File: config.mk
export PLATFORM = sky130hd
export DESIGN_NAME = mod_codec_config
export DESIGN_NICKNAME = d
export VERILOG_FILES = /design/src/rtl/mod_codec_config_pkg.sv /design/src/rtl/mod_codec_config_rom.sv /design/src/rtl/mod_codec_config.sv
export SDC_FILE = /design/constraint.sdc
export NUM_CORES = 1
export LEC_CHECK = 0
export BUFFER_PORTS_ARGS = -buffer_cell sky130_fd_sc_hd__buf_4
export CORE_MARGIN = 2
export CORE_UTILIZATION = 51
export CTS_CLUSTER_SIZE = 12
export DETAILED_ROUTE_END_ITERATION = 8
export GPL_TIMING_DRIVEN = 0
export PLACE_DENSITY = 0.75
export SLEW_MARGIN = 20
export SYNTH_ARGS = -nofsm -noshare
export SYNTH_HDL_FRONTEND = slang
export SYNTH_HIERARCHICAL = 1
export SYNTH_SLANG_ARGS = --single-unit
File: constraint.sdc
create_clock -name i_clk -period 2.8 [get_ports i_clk]
set_input_delay 0.56 -clock i_clk [delete_from_list [all_inputs] [get_ports i_clk]]
set_output_delay 0.56 -clock i_clk [all_outputs]
set_load 0.02 [all_outputs]
File: src/rtl/mod_codec_config_pkg.sv
// pkg_codec_config: shared FSM states, ROM entry type and WM8731 register map
package pkg_codec_config;
  typedef enum logic [2:0] {
    S_IDLE,
    S_LOAD,
    S_PULSE,
    S_WAIT_DONE,
    S_CHECK,
    S_DONE,
    S_ERROR
  } state_t;
  typedef struct packed {
    logic [6:0] reg_addr;
    logic [8:0] data;
  } codec_entry_t;
  localparam logic [6:0] WM_LINV   = 7'h00;
  localparam logic [6:0] WM_RINV   = 7'h01;
  localparam logic [6:0] WM_LHPOUT = 7'h02;
  localparam logic [6:0] WM_RHPOUT = 7'h03;
  localparam logic [6:0] WM_APATH  = 7'h04;
  localparam logic [6:0] WM_DPATH  = 7'h05;
  localparam logic [6:0] WM_PWR    = 7'h06;
  localparam logic [6:0] WM_IFACE  = 7'h07;
  localparam logic [6:0] WM_SRATE  = 7'h08;
  localparam logic [6:0] WM_ACTIVE = 7'h09;
  localparam logic [6:0] WM_RESET  = 7'h0F;
endpackage

File: src/rtl/mod_codec_config_rom.sv
// mod_codec_config_rom: combinational WM8731 init table lookup
//   i_index  4-bit ROM index
//   o_entry  {register, data}; indices past the table return all zeros
module mod_codec_config_rom
  import pkg_codec_config::*;
(
  input  logic [3:0]   i_index,
  output codec_entry_t o_entry
);
  always_comb begin
    case (i_index)
      4'd0:    o_entry = {WM_RESET,  9'h000};
      4'd1:    o_entry = {WM_LINV,   9'h017};
      4'd2:    o_entry = {WM_RINV,   9'h017};
      4'd3:    o_entry = {WM_LHPOUT, 9'h079};
      4'd4:    o_entry = {WM_RHPOUT, 9'h079};
      4'd5:    o_entry = {WM_APATH,  9'h012};
      4'd6:    o_entry = {WM_DPATH,  9'h000};
      4'd7:    o_entry = {WM_PWR,    9'h000};
      4'd8:    o_entry = {WM_IFACE,  9'h042};
      4'd9:    o_entry = {WM_SRATE,  9'h000};
      4'd10:   o_entry = {WM_ACTIVE, 9'h001};
      default: o_entry = '0;
    endcase
  end
endmodule

File: src/rtl/mod_codec_config.sv
// mod_codec_config: sequences the codec init ROM through an I2C master, one reset-pulsed transaction per entry
//   i_clk/i_nrst            clock, async active-low reset
//   i_start                 level request to run the sequence (ignored while busy)
//   o_i2c_addr/register/data/rnw  transaction fields to the I2C master
//   o_i2c_nrst              master reset; each rising edge launches one transaction
//   i_i2c_done/i_i2c_fault  master status (fault 4'hf ok, 4'h0 in progress, else fault)
//   o_busy/o_config_done/o_config_error/o_fail_index  sequence status
//   CODEC_CONFIG_RETRY_EN   when defined, failed entries are retried up to MAX_RETRIES times
module mod_codec_config
  import pkg_codec_config::*;
#(
  parameter logic [6:0] I2C_ADDR           = 7'h1A,
  parameter int         NUM_WRITES         = 11,
  parameter int         RESET_PULSE_CYCLES = 16,
  parameter int         BLANK_CYCLES       = 1024,
  parameter int         TIMEOUT_CYCLES     = 65535,
  parameter int         MAX_RETRIES        = 3
) (
  input  logic       i_clk,
  input  logic       i_nrst,
  input  logic       i_start,
  output logic [6:0] o_i2c_addr,
  output logic [6:0] o_i2c_register,
  output logic [8:0] o_i2c_data,
  output logic       o_i2c_rnw,
  output logic       o_i2c_nrst,
  input  logic       i_i2c_done,
  input  logic [3:0] i_i2c_fault,
  output logic       o_busy,
  output logic       o_config_done,
  output logic       o_config_error,
  output logic [3:0] o_fail_index
);
  if (NUM_WRITES < 1 || NUM_WRITES > 16 || RESET_PULSE_CYCLES < 1 || MAX_RETRIES < 0)
    $error("mod_codec_config: parameter out of range");
  localparam logic [16:0] PULSE_LAST   = 17'(RESET_PULSE_CYCLES - 1);
  localparam logic [16:0] BLANK        = 17'(BLANK_CYCLES);
  localparam logic [16:0] TIMEOUT_LAST = 17'(TIMEOUT_CYCLES - 1);
  localparam logic [3:0]  LAST_IDX     = 4'(NUM_WRITES - 1);
  state_t       state;
  logic [16:0]  cnt;
  logic [3:0]   idx;
  logic         ok;
  codec_entry_t entry;
  logic         fault_seen;
  logic         wait_exit;
`ifdef CODEC_CONFIG_RETRY_EN
  localparam logic [7:0] MAX_R = 8'(MAX_RETRIES);
  logic [7:0] retries;
`endif
  mod_codec_config_rom u_rom (
    .i_index(idx),
    .o_entry(entry)
  );
  assign o_i2c_addr = I2C_ADDR;
  assign o_i2c_rnw  = 1'b0;
  // Fault codes left over from the previous transaction are masked until the blanking window expires
  assign fault_seen = cnt >= BLANK && i_i2c_fault != 4'hf && i_i2c_fault != 4'h0;
  assign wait_exit  = i_i2c_done || fault_seen || cnt >= TIMEOUT_LAST;
  always_ff @(posedge i_clk or negedge i_nrst) begin
    if (!i_nrst) begin
      state          <= S_IDLE;
      cnt            <= '0;
      idx            <= '0;
      ok             <= 1'b0;
      o_i2c_register <= '0;
      o_i2c_data     <= '0;
      o_i2c_nrst     <= 1'b0;
      o_busy         <= 1'b0;
      o_config_done  <= 1'b0;
      o_config_error <= 1'b0;
      o_fail_index   <= '0;
`ifdef CODEC_CONFIG_RETRY_EN
      retries        <= '0;
`endif
    end else begin
      cnt <= (&cnt) ? cnt : cnt + 17'd1;
      case (state)
        S_IDLE, S_DONE, S_ERROR: if (i_start) begin
          state          <= S_LOAD;
          cnt            <= '0;
          idx            <= '0;
          o_busy         <= 1'b1;
          o_config_done  <= 1'b0;
          o_config_error <= 1'b0;
          o_fail_index   <= '0;
`ifdef CODEC_CONFIG_RETRY_EN
          retries        <= '0;
`endif
        end
        S_LOAD: begin
          o_i2c_register <= entry.reg_addr;
          o_i2c_data     <= entry.data;
          o_i2c_nrst     <= 1'b0;
          state          <= S_PULSE;
          cnt            <= '0;
        end
        S_PULSE: if (cnt >= PULSE_LAST) begin
          o_i2c_nrst <= 1'b1;
          state      <= S_WAIT_DONE;
          cnt        <= '0;
        end
        S_WAIT_DONE: if (wait_exit) begin
          ok    <= i_i2c_done && i_i2c_fault == 4'hf;
          state <= S_CHECK;
          cnt   <= '0;
        end
        S_CHECK: begin
          cnt <= '0;
          if (ok && idx == LAST_IDX) begin
            state         <= S_DONE;
            o_busy        <= 1'b0;
            o_config_done <= 1'b1;
          end else if (ok) begin
            idx   <= idx + 4'd1;
            state <= S_LOAD;
`ifdef CODEC_CONFIG_RETRY_EN
            retries <= '0;
          end else if (retries < MAX_R) begin
            retries <= retries + 8'd1;
            state   <= S_LOAD;
`endif
          end else begin
            state          <= S_ERROR;
            o_busy         <= 1'b0;
            o_config_error <= 1'b1;
            o_fail_index   <= idx;
          end
        end
        default: state <= S_IDLE;
      endcase
    end
  end
endmodule
* Yosys cells after proc, flatten, opt, wreduce, memory -nomap -nowiden
Memory sizes are Yosys's and may differ from the RTL's. A register that Yosys moved wholly into a read port is not among the register bits. Index checks and enable logic that the tools add are counted.
Storage, ports and cells: memories 1, ROM bits 176, output and inout bits 32, bits in registers 49, logic and storage cells 85, input port bits 8
Memory list:
- (no name shown) | words 16, bits a word 11, rd ports 1, clocked after Yosys merged registers in 1, wr ports 0, RTL line mod_codec_config_rom.sv:11 | case (i_index)
Cells by class: $lt $le $gt $ge 3, add/subtract/negate cells 2, reduce and logical (&&, ||, !) cells 21, muxes and demuxes 30, equal/unequal tests 17
Operators by type and width (count):
- $mux 17 | 4
- $pmux 17 s4 | 1
- $mux 4 | 5
- $add 17x1->17 const B | 1
- $ge 17x11->1 const B | 1
- $ge 17x16->1 const B | 1
- $ge 17x4->1 const B | 1
- $reduce_and 17->1 | 1
- $pmux 4 s2 | 2
- $mux 3 | 5
- $pmux 3 s5 | 1
- $ne 2x2->1 const B | 7
- $eq 3x3->1 const B | 3
- $reduce_and 3->1 | 3
- $eq 4x4->1 const B | 2
- $mux 1 | 8
- $pmux 1 s2 | 4
- $reduce_and 4->1 | 2
- $eq 3x2->1 const B | 2
- $add 4x1->4 const B | 1
- $logic_and 1x1->1 | 4
- $ne 4x4->1 const B | 1
- $reduce_and 2->1 | 2
- $reduce_bool 2->1 | 2
- other kinds (8) | 9

* Depth between registers and ports, before layout
depth in word-level cells 7, depth in mapped cells 8, mapped depth without buffers 8

* Hierarchy
The synthesis kept the hierarchy.
Modules (own cells, without submodules):
- mod_codec_config | seq. area each 1226.2 um^2, cells each 238, times used 1, area an instance 2539.9 um^2
- mod_codec_config_rom | seq. area each 0.0 um^2, cells each 38, times used 1, area an instance 290.3 um^2

* Least setup slack after synthesis
Ideal clock, no wire load.
path type register to register, start point register cnt[10], end point register state[0], library setup time 0.125 ns, slack 0.795 ns, path buffers 0, clock period less this slack 2.005 ns, stages on the path, launching flop included 7, arrival 1.880 ns, cell sequence dfrtp_1 or4_4 nor4_4 o21ai_2 nor4_4 a211oi_2 mux2_4
On the way: word-level cells in the longest chain between the ends 7, elaborated cells between the ends (all ways) 10, those cells by class order compare (3); eq/ne (2); reduce/logical (5)
Ends and longest elaborated chain:
- from (decl) | RTL line mod_codec_config.sv:41 | logic [16:0] cnt;
- from (signal assigned) | RTL line mod_codec_config.sv:77 | cnt <= (&cnt) ? cnt : cnt + 17'd1;
- $ge 17x11->1 | RTL line mod_codec_config.sv:58 | assign fault_seen = cnt >= BLANK && i_i2c_fault != 4'hf && i_i2c_fault != 4'h0;
- $logic_and 1x1->1 (2 in a row) | RTL line mod_codec_config.sv:58
- $logic_or 1x1->1 (2 in a row) | RTL line mod_codec_config.sv:59 | assign wait_exit = i_i2c_done || fault_seen || cnt >= TIMEOUT_LAST;
- $ne 2x2->1 (no source line)
- $reduce_and 3->1 (no source line) (*)
- to (signal assigned) | RTL line mod_codec_config.sv:62 | state <= S_IDLE;
- to (signal assigned) | RTL line mod_codec_config.sv:80 | state <= S_LOAD;
- to (signal assigned) | RTL line mod_codec_config.sv:95 | state <= S_PULSE;
- to (decl) | RTL line mod_codec_config.sv:40 | state_t state;
Mark *: on every way between the ends. The rest lies on a longest branch, timed or not. A chain may end at the register's enable or synchronous reset.

* Worst setup path after layout
start point register cnt[1], end point register cnt[8]
On the way: word-level cells in the longest chain between the ends 7, elaborated cells between the ends (all ways) 14, those cells by class add/sub (1); order compare (3); mux (5); reduce/logical (5)
Ends and longest elaborated chain:
- $ge 17x11->1 | RTL line mod_codec_config.sv:58
- $logic_and 1x1->1 (2 in a row) | RTL line mod_codec_config.sv:58
- $logic_or 1x1->1 (2 in a row) | RTL line mod_codec_config.sv:59
- $mux 17 | RTL line mod_codec_config.sv:103 | S_WAIT_DONE: if (wait_exit) begin
- $pmux 17 s4 (*) | RTL line mod_codec_config.sv:78 | case (state)
Marks and branches as above.

==> flow_summary.json <==
{
  "synthDominantCellAreaShare_pct": 43.32,
  "die_outline_area_sq_um": 6161,
  "synth_flop_cell": "dfrtp_1",
  "num_vias": 2064,
  "drt_iter0_markers": 92,
  "insertedDiodeCount": 0,
  "holdBufCountCts": 0,
  "sequential_cell_area_sq_um": 1226,
  "grtUsageMet1_pct": 26.10,
  "insertion_delay_to_the_later_sink_of_the_worst_skew_pair_ns": 0.31,
  "cts.clk_slew.worst_paths_ns": 0.09,
  "ratio_of_cells_with_drive_above_1_in_the_final_layout_pct": 30.77,
  "chipHeight_um": 78.50,
  "grt_antenna_before_repair": 0,
  "synth_area_per_cell_sq_um": 10.25,
  "max-slew-margin-rel_pct": 56.24,
  "syn2layout_area_growth_pct": 15.96,
  "synth_seq_cells": 49,
  "slowest_stage_delay_cp_ns": 0.53,
  "finish.net_count": 341,
  "power.static_leakage_nw": 1.424,
  "grt_pass1_wl_mm": 9.232,
  "start_util_pct": 52.04,
  "worstMarginPinSlew_ns": 0.6563,
  "dp_cells": 389,
  "netlist.top_cell.by_area": "dfrtp_1",
  "maxClockFrequency_ghz": 0.4036,
  "reg2reg_setup_slack_ns": 0.32,
  "use_met2_pct": 29.57,
  "die-width_um": 78.50,
  "globalRouteOverflowTotal": 0,
  "grt.busiest_layer": "met2",
  "status": "finished, final reports clean",
  "post_drt_wl_per_cell_um": 13.52,
  "core_area_sq_um": 5439,
  "h-tree-depth": 2,
  "fillerInstances": 471,
  "report.final.slew_viol_count": 0,
  "fin_setup_tns_ns": 0,
  "worst_r2r_path_depth": 7,
  "crit-reg2reg-launch": "cnt[1]",
  "number_of_synthesized_flops_with_an_enable_pin": 0,
  "final-instance-count-excl-fill": 397,
  "grt_max_degree": 50,
  "cp_slowest_cell": "dfrtp_1",
  "worst-endpoint-arrival_ns": 2.65,
  "worst-path-max-fanout": 8,
  "post-route-period-util_pct": 88.49,
  "maxCapViolCount": 0,
  "async_set_or_reset_register_ratio_after_synthesis_pct": 100.0,
  "cpMostUsedCell": "nand4_1",
  "fin_worst_skew_ns": 0.007623,
  "cts_repair_resize_count": 0,
  "io_buffer_count": 31,
  "path_class": "flip-flop to flip-flop",
  "tot_gr_track_use_pct": 18.90,
  "rsz0062_at_grt": "false",
  "globalplace.congestion": 0.8445,
  "detail_route.wirelength_mm": 5.368,
  "critical-path-top-delay-family": "simple AND/OR/NAND/NOR gates",
  "setup.worst_path.start_class": "flip-flop",
  "cts_setup_buffers": 0,
  "cts_inserted_buffers": 5,
  "setup_viol_count_final": 0,
  "clockRootBuffer": "clkbuf_8",
  "path_cells": "ha_1 > nand4_1 > nor4_1 > nand4_1 > nand3_1 > xor2_1 > nor2_1",
  "place_worst_setup_slack_ns": 0.3749,
  "mappedNetlistArea_sq_um": 2830,
  "dr.pass1.iters": 4,
  "timing.final.hold_violations": 0,
  "hp-class": "input pin to async pin",
  "total_power_divided_by_cell_area_nw_per_um2": 770.5,
  "synth_cell_type_count": 51,
  "cts_tree": "done",
  "grtUsageMet3_pct": 3.793,
  "detail_route.drc_violations": 0,
  "finalWorstPathRequiredPeriod_ns": 2.478,
  "number_of_standard_cells_after_synthesis": 276,
  "floorplan.rows": 27,
  "antenna_nets_post_route": 0,
  "multiInputGateArea_sq_um": 1416,
  "dpl.hpwl_mm": 3.835,
  "design.portCount": 40,
  "first_global_vias": 1946,
  "final_worst_setup_slack_ns": 0.3223,
  "yosys_warnings": 6,
  "critPathBufInv": 0,
  "critical_path.endpoint_type": "flip-flop",
  "route.detailed.vias_per_inst": 5.199,
  "synth.yosys.seq_area_share_pct": 43.32,
  "netlist_top_cells_area": "dfrtp_1, mux2_2, buf_4, ha_1, nand2_1",
  "cts_num_sinks": 49,
  "max-clock-path-buffers": 2,
  "cp_data_required_time_ns": 2.97,
  "worst_r2r_endpoint": "cnt[8]",
  "ir_worst_vdd_mv": 0.4098
}
## cell type report
cell class	count	area share, %
repair buffers	31	7.091
inverters	12	1.372
clock buffers	5	2.097
well taps	72	2.745
plain buffers	23	5.490
clock inverters	3	0.6862
multi-input cells	202	43.16
flip-flops and latches	49	37.36
## how the worst max path moves through the flow
stage                  from       end  slack, ns  depth (start not counted)
floorplan           cnt[10]  state[0]       0.80                          6
global placement     cnt[1]    cnt[8]       0.44                          7
detailed placement   cnt[1]    cnt[3]       0.37                          7
CTS                  cnt[1]    cnt[8]       0.36                          7
global route         cnt[1]    cnt[8]       0.14                          7
finish               cnt[1]    cnt[8]       0.32                          7
## layout by cell type (no fill, tap or decap), types with 4 or more instances in the layout
master    count
a21oi_1       7
buf_4        46
buf_6         5
clkbuf_8      5
conb_1       13
dfrtp_1      49
ha_1          9
inv_1        12
mux2_2       16
mux2i_1       5
nand2_1      27
nand3_1       7
nand3b_1      4
nand4_1       7
nor2_1       20
nor2_2       10
nor3_1        5
nor4_1        6
o21ai_0      10
o22ai_1       4
xnor2_1       8
xor2_1        9
## cells in the mapped netlist (all sizes together), types with 2 or more instances
cell / n
xnor2: 8
buf: 20
nand4: 7
o22ai: 4
conb: 3
clkbuf: 3
dfrtp: 49
xor2: 9
ha: 9
a211oi: 2
nor2: 30
a21oi: 7
mux2i: 5
inv: 12
nand3: 7
nand2b: 2
nand2: 27
nor4b: 2
nand3b: 4
nor3: 5
o21ai: 12
mux2: 17
and3: 2
o31ai: 2
and4: 2
nor4: 8
or4: 2
nor3b: 3
nor2b: 4
## layer usage
metal / vias up / share of wire (%)
li1: 1025 / -
met4: 0 / 1.6
met3: 7 / 4.8
met1: 976 / 47
met2: 56 / 46
met5: - / 0
## state kept, by name, summed over array words and instances (netlist names)
| signal | flops |
|---|---|
| o_busy | 1 |
| idx | 4 |
| o_i2c_register | 7 |
| o_fail_index | 4 |
| o_i2c_nrst | 1 |
| cnt | 17 |
| o_config_done | 1 |
| state | 3 |
| ok | 1 |
| o_config_error | 1 |
| o_i2c_data | 9 |
## worst reg2reg max path: stages, from the launching register on
cell     delay (ns)
dfrtp_1        0.53
ha_1           0.32
nand4_1        0.15
nor4_1         0.44
nand4_1        0.42
nand3_1        0.23
xor2_1         0.20
nor2_1         0.06
## logic make-up (layout without fill, tap and decap cells)
| kind of cell | count (synthesis) | in the layout | synth area share (%) |
|---|---|---|---|
| other cells | 3 | 13 | 0.3978 |
| flops | 49 | 49 | 43.32 |
| buf+inv | 35 | 74 | 7.957 |
| xor+xnor | 17 | 17 | 5.261 |
| mux | 22 | 22 | 8.665 |
| compound gates | 34 | 34 | 9.019 |
| fa+ha+maj | 9 | 9 | 3.979 |
| simple gates | 107 | 107 | 21.40 |
## report_power, final
part	switching, W	internal, W	total, W	leakage (nW)
Clock	0.000247	0.000175	0.000423	0.0364
Sequential	0.000106	0.000841	0.000947	0.640
Combinational	0.000650	0.000509	0.00116	0.747
## metrics by stage
step / total power (W) / hold WS, ns / area [sq um] / util [%]
final: 0.002529 / 0.2518 / 3282 / 60.34
after global routing: 0.002698 / 0.3025 / 3282 / 60.34
after CTS: 0.002552 / 0.2749 / 3282 / 60.34
after detailed placement: 0.002121 / 0.4969 / 3191 / 58.66
after global placement: 0.002087 / 0.4890 / 3191 / 58.66
after floorplan: 0.001788 / 0.2644 / 2868 / -
Note: power is estimated with default switching activity, not from simulation.
